==> src/rtl/mem_port_arbiter.sv <==
// Shares the unified memory port between the multicycle CPU and a DMA/loader requester.
// Tie-breaking is fixed CPU priority unless MEM_ARB_RR_EN is defined (round-robin).

module mem_port_arbiter_chk (
  input logic clk,
  input logic rst,
  input logic mem_en,
  input logic mem_we,
  input logic cpu_ack,
  input logic dma_ack,
  input logic own,
  input logic last
);

  a_single_ack: assert property (@(posedge clk) disable iff (!rst) !(cpu_ack && dma_ack));

  a_we_needs_en: assert property (@(posedge clk) disable iff (!rst) mem_we |-> mem_en);

  a_cpu_ack_pulse: assert property (@(posedge clk) disable iff (!rst) cpu_ack |=> !cpu_ack);

  a_dma_ack_pulse: assert property (@(posedge clk) disable iff (!rst) dma_ack |=> !dma_ack);

  // While the port is driven, the round-robin history must name the current owner
  a_last_tracks_owner: assert property (@(posedge clk) disable iff (!rst) mem_en |-> (last == own));

endmodule

module mem_port_arbiter #(
  parameter int AW   = 32,
  parameter int DW   = 32,
  parameter int WAIT = 1
) (
  input  logic          clk,
  input  logic          rst,
  input  logic          cpu_req,
  input  logic          cpu_we,
  input  logic [AW-1:0] cpu_addr,
  input  logic [DW-1:0] cpu_wdata,
  output logic [DW-1:0] cpu_rdata,
  output logic          cpu_ack,
  input  logic          dma_req,
  input  logic          dma_we,
  input  logic [AW-1:0] dma_addr,
  input  logic [DW-1:0] dma_wdata,
  output logic [DW-1:0] dma_rdata,
  output logic          dma_ack,
  output logic          mem_en,
  output logic          mem_we,
  output logic [AW-1:0] mem_addr,
  output logic [DW-1:0] mem_wdata,
  input  logic [DW-1:0] mem_rdata
);

  typedef enum logic [1:0] {
    IDLE = 2'd0,
    BUSY = 2'd1,
    DONE = 2'd2
  } state_t;

  localparam logic [3:0] WAIT_CNT = 4'(WAIT);

  state_t        state_r;
  logic          own_r;
  logic          last_r;
  logic [3:0]    cnt_r;
  logic          we_r;
  logic [AW-1:0] addr_r;
  logic [DW-1:0] wdata_r;
  logic          mem_en_r;
  logic          mem_we_r;
  logic          cpu_ack_r;
  logic          dma_ack_r;
  logic [DW-1:0] cpu_rdata_r;
  logic [DW-1:0] dma_rdata_r;

  logic          any_req_s;
  logic          grant_s;
  logic          req_we_s;
  logic [AW-1:0] req_addr_s;
  logic [DW-1:0] req_wdata_s;

  assign any_req_s = cpu_req | dma_req;

  // Owner chosen for a grant taken in IDLE (0 = CPU, 1 = DMA)
  always_comb begin
    grant_s = 1'b0;
`ifdef MEM_ARB_RR_EN
    if (cpu_req && dma_req) begin
      grant_s = ~last_r;
    end else if (dma_req) begin
      grant_s = 1'b1;
    end else begin
      grant_s = 1'b0;
    end
`else
    if (cpu_req) begin
      grant_s = 1'b0;
    end else if (dma_req) begin
      grant_s = 1'b1;
    end else begin
      grant_s = 1'b0;
    end
`endif
  end

  // Transaction fields of the selected requester
  always_comb begin
    req_we_s    = cpu_we;
    req_addr_s  = cpu_addr;
    req_wdata_s = cpu_wdata;
    if (grant_s) begin
      req_we_s    = dma_we;
      req_addr_s  = dma_addr;
      req_wdata_s = dma_wdata;
    end else begin
      req_we_s    = cpu_we;
      req_addr_s  = cpu_addr;
      req_wdata_s = cpu_wdata;
    end
  end

  // Arbitration FSM; every output comes straight from a register
  always_ff @(posedge clk or negedge rst) begin
    if (!rst) begin
      state_r     <= IDLE;
      own_r       <= 1'b0;
      last_r      <= 1'b1;
      cnt_r       <= 4'd0;
      we_r        <= 1'b0;
      addr_r      <= {AW{1'b0}};
      wdata_r     <= {DW{1'b0}};
      mem_en_r    <= 1'b0;
      mem_we_r    <= 1'b0;
      cpu_ack_r   <= 1'b0;
      dma_ack_r   <= 1'b0;
      cpu_rdata_r <= {DW{1'b0}};
      dma_rdata_r <= {DW{1'b0}};
    end else begin
      case (state_r)
        IDLE: begin
          cpu_ack_r <= 1'b0;
          dma_ack_r <= 1'b0;
          if (any_req_s) begin
            own_r    <= grant_s;
            last_r   <= grant_s;
            we_r     <= req_we_s;
            addr_r   <= req_addr_s;
            wdata_r  <= req_wdata_s;
            cnt_r    <= WAIT_CNT;
            mem_en_r <= 1'b1;
            mem_we_r <= req_we_s;
            state_r  <= BUSY;
          end else begin
            state_r <= IDLE;
          end
        end
        BUSY: begin
          if (cnt_r != 4'd0) begin
            cnt_r <= cnt_r - 4'd1;
          end else begin
            // Last access cycle: memory read data is stable on the latched address
            if (!we_r) begin
              if (own_r) begin
                dma_rdata_r <= mem_rdata;
              end else begin
                cpu_rdata_r <= mem_rdata;
              end
            end
            cpu_ack_r <= ~own_r;
            dma_ack_r <= own_r;
            mem_en_r  <= 1'b0;
            mem_we_r  <= 1'b0;
            state_r   <= DONE;
          end
        end
        DONE: begin
          cpu_ack_r <= 1'b0;
          dma_ack_r <= 1'b0;
          state_r   <= IDLE;
        end
        default: begin
          cpu_ack_r <= 1'b0;
          dma_ack_r <= 1'b0;
          mem_en_r  <= 1'b0;
          mem_we_r  <= 1'b0;
          state_r   <= IDLE;
        end
      endcase
    end
  end

  assign cpu_rdata = cpu_rdata_r;
  assign cpu_ack   = cpu_ack_r;
  assign dma_rdata = dma_rdata_r;
  assign dma_ack   = dma_ack_r;
  assign mem_en    = mem_en_r;
  assign mem_we    = mem_we_r;
  assign mem_addr  = addr_r;
  assign mem_wdata = wdata_r;

  mem_port_arbiter_chk u_chk (
    .clk     (clk),
    .rst     (rst),
    .mem_en  (mem_en_r),
    .mem_we  (mem_we_r),
    .cpu_ack (cpu_ack_r),
    .dma_ack (dma_ack_r),
    .own     (own_r),
    .last    (last_r)
  );

endmodule

==> config.mk <==
export PLATFORM = sky130hd
export DESIGN_NAME = mem_port_arbiter
export DESIGN_NICKNAME = d
export VERILOG_FILES = /design/src/rtl/mem_port_arbiter.sv
export SDC_FILE = /design/constraint.sdc
export NUM_CORES = 1
export LEC_CHECK = 0
export ABC_AREA = 1
export BUFFER_PORTS_ARGS = -buffer_cell sky130_fd_sc_hd__buf_4
export CAP_MARGIN = 20
export CORE_MARGIN = 2
export CORE_UTILIZATION = 35
export DETAILED_ROUTE_END_ITERATION = 10
export PLACE_DENSITY = 0.7
export SYNTH_ARGS = -nofsm -noshare
export SYNTH_HDL_FRONTEND = slang
export SYNTH_SLANG_ARGS = --single-unit
==> constraint.sdc <==
create_clock -name clk -period 1.51 [get_ports clk]
set_input_delay 0.151 -clock clk [delete_from_list [all_inputs] [get_ports clk]]
set_output_delay 0.151 -clock clk [all_outputs]
set_load 0.02 [all_outputs]
==> results of run 1 <==
how the worst min path moves through the flow:
stage,end,start
2_1_floorplan,cnt_r[0],rst
3_3_place_gp,cpu_rdata[1],rst
3_5_place_dp,cpu_rdata[1],rst
4_1_cts,mem_addr[2],dma_addr[2]
5_1_grt,mem_addr[2],dma_addr[2]
6_report,mem_addr[9],dma_addr[9]
logic make-up after synthesis:
| family | count (synthesis) |
|---|---|
| simple gates | 438 |
| buf+inv | 189 |
| flops | 140 |
| compound gates | 133 |
| fa+ha+maj | 2 |
per-layer routing:
layer	global-route usage, %	share of wire (%)
met5	0	0
met4	5.31	1.3
met3	6.26	8.0
met2	32.1	49
met1	23.6	42
sequential cells by signal (all words and copies together), names as in the netlist:
register / cells
we_r: 1
cnt_r: 4
cpu_rdata: 32
dma_rdata: 32
mem_we: 1
mem_addr: 32
own_r: 1
state_r: 2
dma_ack: 1
mem_wdata: 32
cpu_ack: 1
mem_en: 1
report_power, final:
part           internal (mW)  switching [mW]
clock                   2.61            1.59
sequential              5.65            1.11
combinational           4.56            6.38
synthesized netlist by cell type:
master and count:
inv_1 139, a21oi_1 1, inv_2 2, nand3b_1 1, nand4_1 1, o21ai_0 63, nor2_4 1, buf_2 20
o21ai_1 5, nor2_2 3, buf_6 9, ha_1 2, nand2_1 354, o21bai_1 64, dfrtp_1 140, nor2_1 70
buf_4 7, buf_1 1, clkbuf_1 11, nand3_2 3, nand3_1 5
worst reg2reg max path, cell delays in order (launching register included):
cell	delay (ps)
dfrtp_1	390
inv_1	90
ha_2	220
nand3_4	140
nor2_2	170
buf_12	200
nand2_1	90
nand2_1	70
layout by cell type (no fill, tap or decap), types with 3 or more instances in the layout:
cell,instances
buf_4,310
dfrtp_1,139
o21bai_1,64
nand3_1,4
buf_12,12
clkbuf_8,4
nor2_1,70
nand2_1,353
clkinvlp_4,3
o21ai_0,62
o21ai_1,6
nand3_2,3
clkbuf_16,19
inv_1,139
dlygate4sd3_1,37
repair_timing:
| action | 4_1_cts | 5_1_grt |
|---|---|---|
| hold buffers | 37 | 0 |
| endpoints found under the hold margin | 180 | 0 |
| gates resized for setup | 0 | 5 |
| endpoints found under the setup margin | 0 | 6 |
area by class of cell:
| type | count | area (um^2) | area share, % |
|---|---|---|---|
| repair buffers | 362 | 3000 | 28.5 |
| flip-flops and latches | 140 | 3500 | 33.3 |
| inverters | 141 | 529 | 5.03 |
| clock buffers | 22 | 484 | 4.60 |
| well taps | 265 | 332 | 3.15 |
| multi-input cells | 573 | 2570 | 24.4 |
| clock inverters | 9 | 110 | 1.05 |
through the flow:
| step | hold WS [ps] | worst slack [ps] | std cells | power [mW] | instance area (um^2) |
|---|---|---|---|---|---|
| after CTS | 0.171 | 91.6 | 1510 | 22.0 | 10500 |
| after detailed placement | 81.5 | 95.4 | 1442 | 17.6 | 9500 |
| final | 17.9 | 81.9 | 1512 | 21.9 | 10500 |
| after global routing | 3.09 | 2.87 | 1512 | 23.5 | 10500 |
| after floorplan | -145 | 138 | 902 | 12.9 | 6870 |
| after global placement | 80.6 | 145 | 1442 | 17.4 | 9500 |
==> out/qor.csv, run 1 <==
metric;value;unit
crit_arrival;1770;ps
cts_buffers;17;
fillers;1788;
clock_sink_count;140;
track_usage;19.1;%
finalWirelength;20200;um
synth_cell_types;21;
crit-reg2reg-launch;cnt_r[1];
antenna_found_initial;0;
start_util;35.5;%
rows;51;
overflow;0;
yosys.area_share.simple;24.6;%
die_h;144;um
grt_pass1_wl;31200;um
cts-root-buf;clkbuf_16;
drive_above_1_share;29.5;%
worstRegToRegCells;7;
synth_seq_cells;140;
power_density;2080;nW/um^2
synth.top_cell.area_share;51.0;%
fp.dieArea;20800;um^2
hold_class;primary input to register;
routedWlPerCell;13.3;um
setup-violations-final;0;
ys_seq_area_share;51.0;%
port_buffers;297;
rsz0062_at_grt;yes;
grt_start_max_net_pins;65;
syn_avg_cell_area;7.62;um^2
end_kind;register;
synthXorXnorAreaFrac;0;%
worst-path-stages;7;
cp_num_buf_inv;2;
crit_path_start_kind;register;
synth_cells;902;
vdd_ir_drop_max;0.860;mV
vias;6597;
cts_tree;yes;
postRouteAntennaNets;0;
tns;0;ps
clockBufferDepth;2;
area_growth;53.2;%
synth_top_family_by_area;simple AND/OR/NAND/NOR gates;
path_common_cell;nand2_1;
max_stage_delay;390;ps
fin_skew;7.02;ps
post-route-period-util;94.6;%
diodes;0;
path_clk_slew;60;ps
slowest_stage;dfrtp_1;
cap_violations;0;
slew_headroom;72.0;%
status;complete, no violations;
maxSlewViolCount;0;
critPathCapture;dma_rdata[22];
p_leak;5.75;nW
timing_hold_violations_final;0;
detailed_place_hpwl;14300;um
vias_per_cell;4.36;
path_delay_family;simple AND/OR/NAND/NOR gates;
syn_area;6870;um^2
drt_iter0_markers;245;
firstDrtPassIters;4;
worstPathCellList;inv_1, ha_2, nand3_4, nor2_2, buf_12, nand2_1, nand2_1;
final_nets;1403;
tightest_slew;421;ps
max_freq;700;MHz
r2r_setup_slack;80;ps
coreArea;19300;um^2
htreeDepth;4;
grt_pass1_vias;6291;
critPathRequiredTime;1850;ps
post_cts_buffers;0;
synthTopCellsByArea;dfrtp_1 51%, nand2_1 19%, inv_1 7.6%;
startpoint;cnt_r[1];
hold_depth;3;
insertion_delay;410;ps
io_pins;298;
worstSetupPathType;register to register;
rr_endpoint;dma_rdata[22];
ys_warn_count;0;
postLayoutCoreUtil;54.4;%
yosysTopAreaCell;dfrtp_1;
synth_nets;1070;
post-route-min-period;1430;ps
muxShareOfSynthArea;0;%
path_max_fanout;32;
synth_compound_area_share;12.0;%
finalWeightedCongestion;0.824;
synthAdderAreaFrac;0.364;%
die_w;144;um
drc_errors;0;
Note: power is estimated with default switching activity, not from simulation.
==> run 2: changes to the inputs <==
--- a/config.mk
+++ b/config.mk
@@ -5,13 +5,11 @@
 export SDC_FILE = /design/constraint.sdc
 export NUM_CORES = 1
 export LEC_CHECK = 0
-export ABC_AREA = 1
 export BUFFER_PORTS_ARGS = -buffer_cell sky130_fd_sc_hd__buf_4
-export CAP_MARGIN = 20
 export CORE_MARGIN = 2
 export CORE_UTILIZATION = 35
 export DETAILED_ROUTE_END_ITERATION = 10
-export PLACE_DENSITY = 0.7
+export PLACE_DENSITY = 0.72
 export SYNTH_ARGS = -nofsm -noshare
 export SYNTH_HDL_FRONTEND = slang
 export SYNTH_SLANG_ARGS = --single-unit
==> out/qor.csv, run 2 <==
metric;value;unit
status;complete, but fails checks;
violations;setup timing;
synth_seq_cells;140;
fp.dieArea;18100;um^2
syn_avg_cell_area;12.5;um^2
synthTopCellsByArea;dfrtp_1 59%, mux2_2 12%, o21ai_0 11%;
synth.top_cell.area_share;58.7;%
track_usage;19.6;%
area_growth;66.7;%
worst-path-stages;7;
worstRegToRegCells;7;
antenna_found_initial;0;
vdd_ir_drop_max;1.21;mV
max_stage_delay;390;ps
tns;-19040;ps
hold_class;primary input to register;
grt_start_max_net_pins;45;
yosysTopAreaCell;dfrtp_1;
critPathRequiredTime;1800;ps
rows;47;
hold_depth;3;
post-route-period-util;132;%
clock_sink_count;140;
async_reset_ff_share;100;%
grt_pass1_vias;5488;
synth_cells;476;
postRouteAntennaNets;0;
cts_buffers;17;
slew_headroom;71.8;%
setup-violations-final;64;
worstPathCellList;inv_2, ha_4, or3b_4, nor4_4, buf_4, buf_12, mux2_4;
worstSetupPathType;register to register;
drt_iter0_markers;174;
vias;5194;
power_density;2090;nW/um^2
htreeDepth;4;
ys_warn_count;0;
power;20.8;mW
syn_area;5970;um^2
crit_path_start_kind;register;
maxSlewViolCount;0;
detailed_place_hpwl;12100;um
io_pins;298;
finalWeightedCongestion;0.742;
synth-edff-count;0;
synth_cell_types;28;
finalWirelength;17700;um
port_buffers;297;
rsz0062_at_grt;yes;
diodes;0;
ys_seq_area_share;58.7;%
path_delay_family;simple AND/OR/NAND/NOR gates;
timing_hold_violations_final;0;
die_w;135;um
ys_top_cells_by_count;140 x dfrtp_1, 135 x o21ai_0, 65 x mux2i_1;
fin_skew;10.7;ps
cts_tree;yes;
max_freq;501;MHz
drc_errors;0;
path_max_fanout;8;
die_h;135;um
final_nets;1008;
end_kind;register;
grt_pass1_wl;27900;um
pre_cts_ws;-536;ps
path_clk_slew;70;ps
post-route-min-period;2000;ps
yosysMostFrequentCell;dfrtp_1;
start_util;35.9;%
vias_per_cell;4.84;
postLayoutCoreUtil;59.8;%
final_cell_mix;330 x buf_4, 140 x dfrtp_1, 131 x o21ai_0;
clockBufferDepth;2;
overflow;0;
routedWlPerCell;16.5;um
cp_num_buf_inv;3;
crit_arrival;2280;ps
firstDrtPassIters;5;
layout_commonest_cell;buf_4;
tightest_slew;423;ps
cap_violations;0;
synth_ff_type;dfrtp_1;
drive_above_1_share;53.7;%
insertion_delay;410;ps
worst_slack;-487;ps
p_leak;4.70;nW
synth_nets;644;
cts-root-buf;clkbuf_16;
slowest_stage;dfrtp_1;
coreArea;16600;um^2
-- run 2: cell count changes after synthesis, sizes merged, moves of 26 or more --
cell,before,now
mux2i,0,65
o21ai,68,135
inv,141,4
nor2,74,3
o21bai,64,0
mux2,0,65
nand2,354,5
buf,37,11
-- run 2: cell families after synthesis --
kind of cell | count (synthesis) | synth area share, %
AOI/OAI and AO/OA | 146 | 12.6
adders and majority gates | 2 | 0.419
buffers and inverters | 39 | 3.00
DFF | 140 | 58.7
muxes | 130 | 23.2
and+or+nand+nor | 19 | 2.14
-- run 2: tightest hold or removal path, cell delays in order --
cell and delay (ps):
buf_4 80, mux2i_1 50, o21ai_0 120
-- run 2: final timing paths --
path | startpoint | to | slack, ps
max reg2reg | cnt_r[1] | cpu_rdata[8] | -490
min | cpu_addr[13] | mem_addr[13] | 20
min reg2reg | mem_wdata[17] | mem_wdata[17] | 510
min in group asynchronous | rst | dma_rdata[8] | 230
max | cnt_r[1] | cpu_rdata[8] | -490
max in group asynchronous | rst | cpu_rdata[17] | 680
-- run 2: final cells by class --
class / count / area [um^2]
Tap cell: 220 / 275
Fill cell: 1379 / 6700
Clock buffer: 17 / 425
Sequential cell: 140 / 3500
Clock inverter: 15 / 129
Timing Repair Buffer: 380 / 3140
Inverter: 4 / 15.0
Multi-Input combinational cell: 297 / 2460
-- run 2: metrics by stage --
| step | instances | hold slack (ps) | instance area (um^2) |
|---|---|---|---|
| floorplan | 476 | -145 | 5970 |
| global placement | 992 | 102 | 8720 |
| detailed placement | 992 | 104 | 8720 |
| CTS | 1073 | 6.75 | 9960 |
| global route | 1073 | 26.0 | 9950 |
| finish | 1073 | 22.5 | 9950 |
-- run 2: routing by layer --
layer  routed length (um)  track usage (%)  share of wire [%]
met3                 1050             4.47                6.0
met4                  382             7.02                2.2
met2                 9170             35.3                 52
met5                    0                0                  0
met1                 7060             23.0                 40
-- run 2: power by group --
| part | switching, mW | total [mW] | leakage, nW | internal, mW |
|---|---|---|---|---|
| Sequential | 1.03 | 6.67 | 1.68 | 5.64 |
| Combinational | 5.26 | 10.2 | 2.75 | 4.99 |
| Clock | 1.70 | 3.86 | 0.265 | 2.16 |
-- run 2: timing repair --
action	in CTS	in global routing
hold buffers	34	0
gates resized for setup	45	15
endpoints found under the hold margin	103	0
pin swaps	1	2
cloned	4	0
setup endpoints to repair	64	103
setup buffers	11	4
==> run 3: changes to the inputs <==
==> config.mk (replaced) <==
export PLATFORM = sky130hd
export DESIGN_NAME = mem_port_arbiter
export DESIGN_NICKNAME = d
export VERILOG_FILES = /design/src/rtl/mem_port_arbiter.sv
export SDC_FILE = /design/constraint.sdc
export NUM_CORES = 1
export LEC_CHECK = 0
export CORE_MARGIN = 2
export CORE_UTILIZATION = 35
export DETAILED_ROUTE_END_ITERATION = 10
export DONT_BUFFER_PORTS = 1
export PLACE_DENSITY = 0.57
export SYNTH_ARGS = -nofsm -noshare
export SYNTH_HDL_FRONTEND = slang
export SYNTH_SLANG_ARGS = --single-unit
==> out/qor.csv, run 3 <==
metric;value;unit
die_w;135;um
haltStage;clock tree synthesis (4_1_cts);
yosysMostFrequentCell;dfrtp_1;
detailed_place_hpwl;9900;um
cts-root-buf;clkbuf_16;
port_buffers;0;
synth_ff_type;dfrtp_1;
cts_resized;42;
synth_cell_types;28;
clockBufferDepth;2;
post_cts_buffers;5;
yosysTopAreaCell;dfrtp_1;
synthTopCellsByArea;dfrtp_1 59%, mux2_2 12%, o21ai_0 11%;
ys_seq_area_share;58.7;%
ys_top_cells_by_count;140 x dfrtp_1, 135 x o21ai_0, 65 x mux2i_1;
rows;47;
syn_area;5970;um^2
die_h;135;um
dp_cells;684;
cts_hold_buffers;147;
io_pins;298;
synth_cells;476;
finalWeightedCongestion;0.746;
htreeDepth;4;
clock_sink_count;140;
synth.top_cell.area_share;58.7;%
synth-edff-count;0;
ys_warn_count;0;
pre_cts_ws;-528;ps
firstError;[ERROR RSZ-0060] Max buffer count reached.;
start_util;35.9;%
cts_buffers;17;
syn_avg_cell_area;12.5;um^2
status;stopped before the end;
synth_seq_cells;140;
async_reset_ff_share;100;%
synth_nets;644;
[run 3: cell counts after synthesis]
Identical to the previous run, type by type.
[run 3: kinds of logic after synthesis]
| group | share of synthesized area (%) |
|---|---|
| AO/OA/AOI/OAI | 12.6 |
| buffers and inverters | 3.00 |
| flip-flops | 58.7 |
| multiplexers | 23.2 |
| adder cells (fa/ha/maj) | 0.419 |
| AND/OR/NAND/NOR | 2.14 |
[run 3: metrics by stage]
stage          hold WS, ps  util, %  cell area, um^2
3_5_place_dp          -142     38.2             6360
2_1_floorplan         -145        -             5970
3_3_place_gp          -142     38.2             6360
==> run 4: changes to the inputs <==
--- a/config.mk
+++ b/config.mk
@@ -6,10 +6,10 @@
 export NUM_CORES = 1
 export LEC_CHECK = 0
 export CORE_MARGIN = 2
-export CORE_UTILIZATION = 35
+export CORE_UTILIZATION = 20
 export DETAILED_ROUTE_END_ITERATION = 10
 export DONT_BUFFER_PORTS = 1
-export PLACE_DENSITY = 0.57
+export PLACE_DENSITY_LB_ADDON = 0.15
 export SYNTH_ARGS = -nofsm -noshare
 export SYNTH_HDL_FRONTEND = slang
 export SYNTH_SLANG_ARGS = --single-unit
==> out/qor.csv, run 4 (same netlist as run 2, synthesis figures left out) <==
metric;value;unit
status;complete, but fails checks;
violations;hold timing, setup timing;
postLayoutCoreUtil;31.3;%
routedWlPerCell;18.5;um
p_leak;3.80;nW
max_freq;498;MHz
grt_start_max_net_pins;141;
coreArea;29500;um^2
worstRegToRegCells;7;
antenna_found_initial;0;
grt_pass1_vias;4928;
port_buffers;0;
routed-wl-met2;9920;um
fp.dieArea;31200;um^2
power_density;2050;nW/um^2
max_stage_delay;390;ps
worst_slack;-497;ps
vdd_ir_drop_max;0.899;mV
postRouteAntennaNets;0;
cts-root-buf;clkbuf_16;
finalWeightedCongestion;0.699;
diodes;0;
firstDrtPassIters;4;
layout_commonest_cell;dlygate4sd3_1;
crit_arrival;2300;ps
slowest_stage;dfrtp_1;
track_usage;12.4;%
insertion_delay;420;ps
worstPathCellList;inv_2, ha_4, or3b_4, nor4_4, buf_4, buf_12, mux2_4;
path_max_fanout;8;
start_util;20.2;%
io_pins;298;
clock_sink_count;140;
cap_violations;0;
multi_input_area;2500;um^2
rows;63;
vias;4658;
whs;-578;ps
drive_above_1_share;22.5;%
post-route-min-period;2010;ps
grt_pass1_wl;29300;um
crit_path_start_kind;register;
overflow;0;
design_area;9240;um^2
drc_errors;0;
slew_headroom;75.4;%
drt_iter0_markers;188;
tightest_slew;359;ps
rsz0062_at_grt;yes;
htreeDepth;4;
die_w;177;um
fin_skew;12.6;ps
wl_met3;1550;um
clockBufferDepth;2;
critPathRequiredTime;1810;ps
final_cell_mix;160 x dlygate4sd3_1, 140 x dfrtp_1, 107 x o21ai_0;
setup-violations-final;67;
post-route-period-util;133;%
cts_hold_buffers;160;
register_area;3500;um^2
path_clk_slew;70;ps
die_h;177;um
cts_tree;yes;
worstSetupPathType;register to register;
area_growth;54.9;%
vias_per_cell;4.39;
final_nets;826;
cts_buffers;17;
dr.max_layer_used;met4;
end_kind;register;
fillers;2970;
finalWirelength;19600;um
tns;-24450;ps
path_delay_family;simple AND/OR/NAND/NOR gates;
worst-path-stages;7;
maxSlewViolCount;0;
hold_class;primary input to asynchronous set/reset pin;
detailed_place_hpwl;11100;um
cp_num_buf_inv;3;
met1_length;7890;um
post_dp_cell_area;6610;um^2
timing_hold_violations_final;140;
[run 4: repair_timing]
item | 4_1_cts | 5_1_grt
buffers inserted | 10 | 3
setup endpoints to repair | 95 | 103
pin swaps | 2 | 6
resized for setup | 54 | 39
gates cloned | 6 | 0
hold endpoints to repair | 269 | 140
[run 4: stage by stage]
stage,power [mW],worst slack (ps),std cells,hold WS (ps)
4_1_cts,19.0,-491,1063,-609
5_1_grt,20.1,-573,1061,-616
6_report,19.0,-497,1061,-578
3_3_place_gp,13.2,-486,855,-141
2_1_floorplan,11.5,-556,476,-145
3_5_place_dp,13.3,-533,855,-141
[run 4: path summary, 6_finish.rpt]
kind	to	slack [ps]	from
min	dma_rdata[8]	-580	rst
max	cpu_rdata[6]	-500	cnt_r[1]
min in group clk	mem_wdata[29]	30	cpu_wdata[29]
max in group asynchronous	mem_addr[27]	1920	rst
min reg2reg	we_r	620	we_r
max reg2reg	cpu_rdata[6]	-500	cnt_r[1]
[run 4: cell type report]
cell class                      count  share of cell area [%]
Inverter                            4                   0.162
Sequential cell                   140                    37.9
Tap cell                          390                    5.28
Multi-Input combinational cell    297                    27.1
Clock inverter                     15                    1.95
Timing Repair Buffer              198                    23.0
Clock buffer                       17                    4.60
[run 4: layer usage]
| metal | global-route usage, % | up-vias |
|---|---|---|
| li1 | - | 2098 |
| met1 | 14.4 | 2344 |
| met2 | 21.5 | 200 |
| met3 | 4.21 | 16 |
| met4 | 3.44 | 0 |
| met5 | 0 | - |
[run 4: power breakdown]
part / internal (mW) / switching (mW)
sequential: 5.62 / 3.64
clock: 2.37 / 1.93
combinational: 3.06 / 2.33
total: 11.0 / 7.90
[run 4: worst reg2reg max path, delay by kind of cell, from the launching register on]
| family | cells | cell delay [ps] |
|---|---|---|
| AND/OR/NAND/NOR | 2 | 620 |
| buffers and inverters | 3 | 440 |
| flip-flops | 1 | 390 |
| multiplexers | 1 | 310 |
| adder cells (fa/ha/maj) | 1 | 130 |
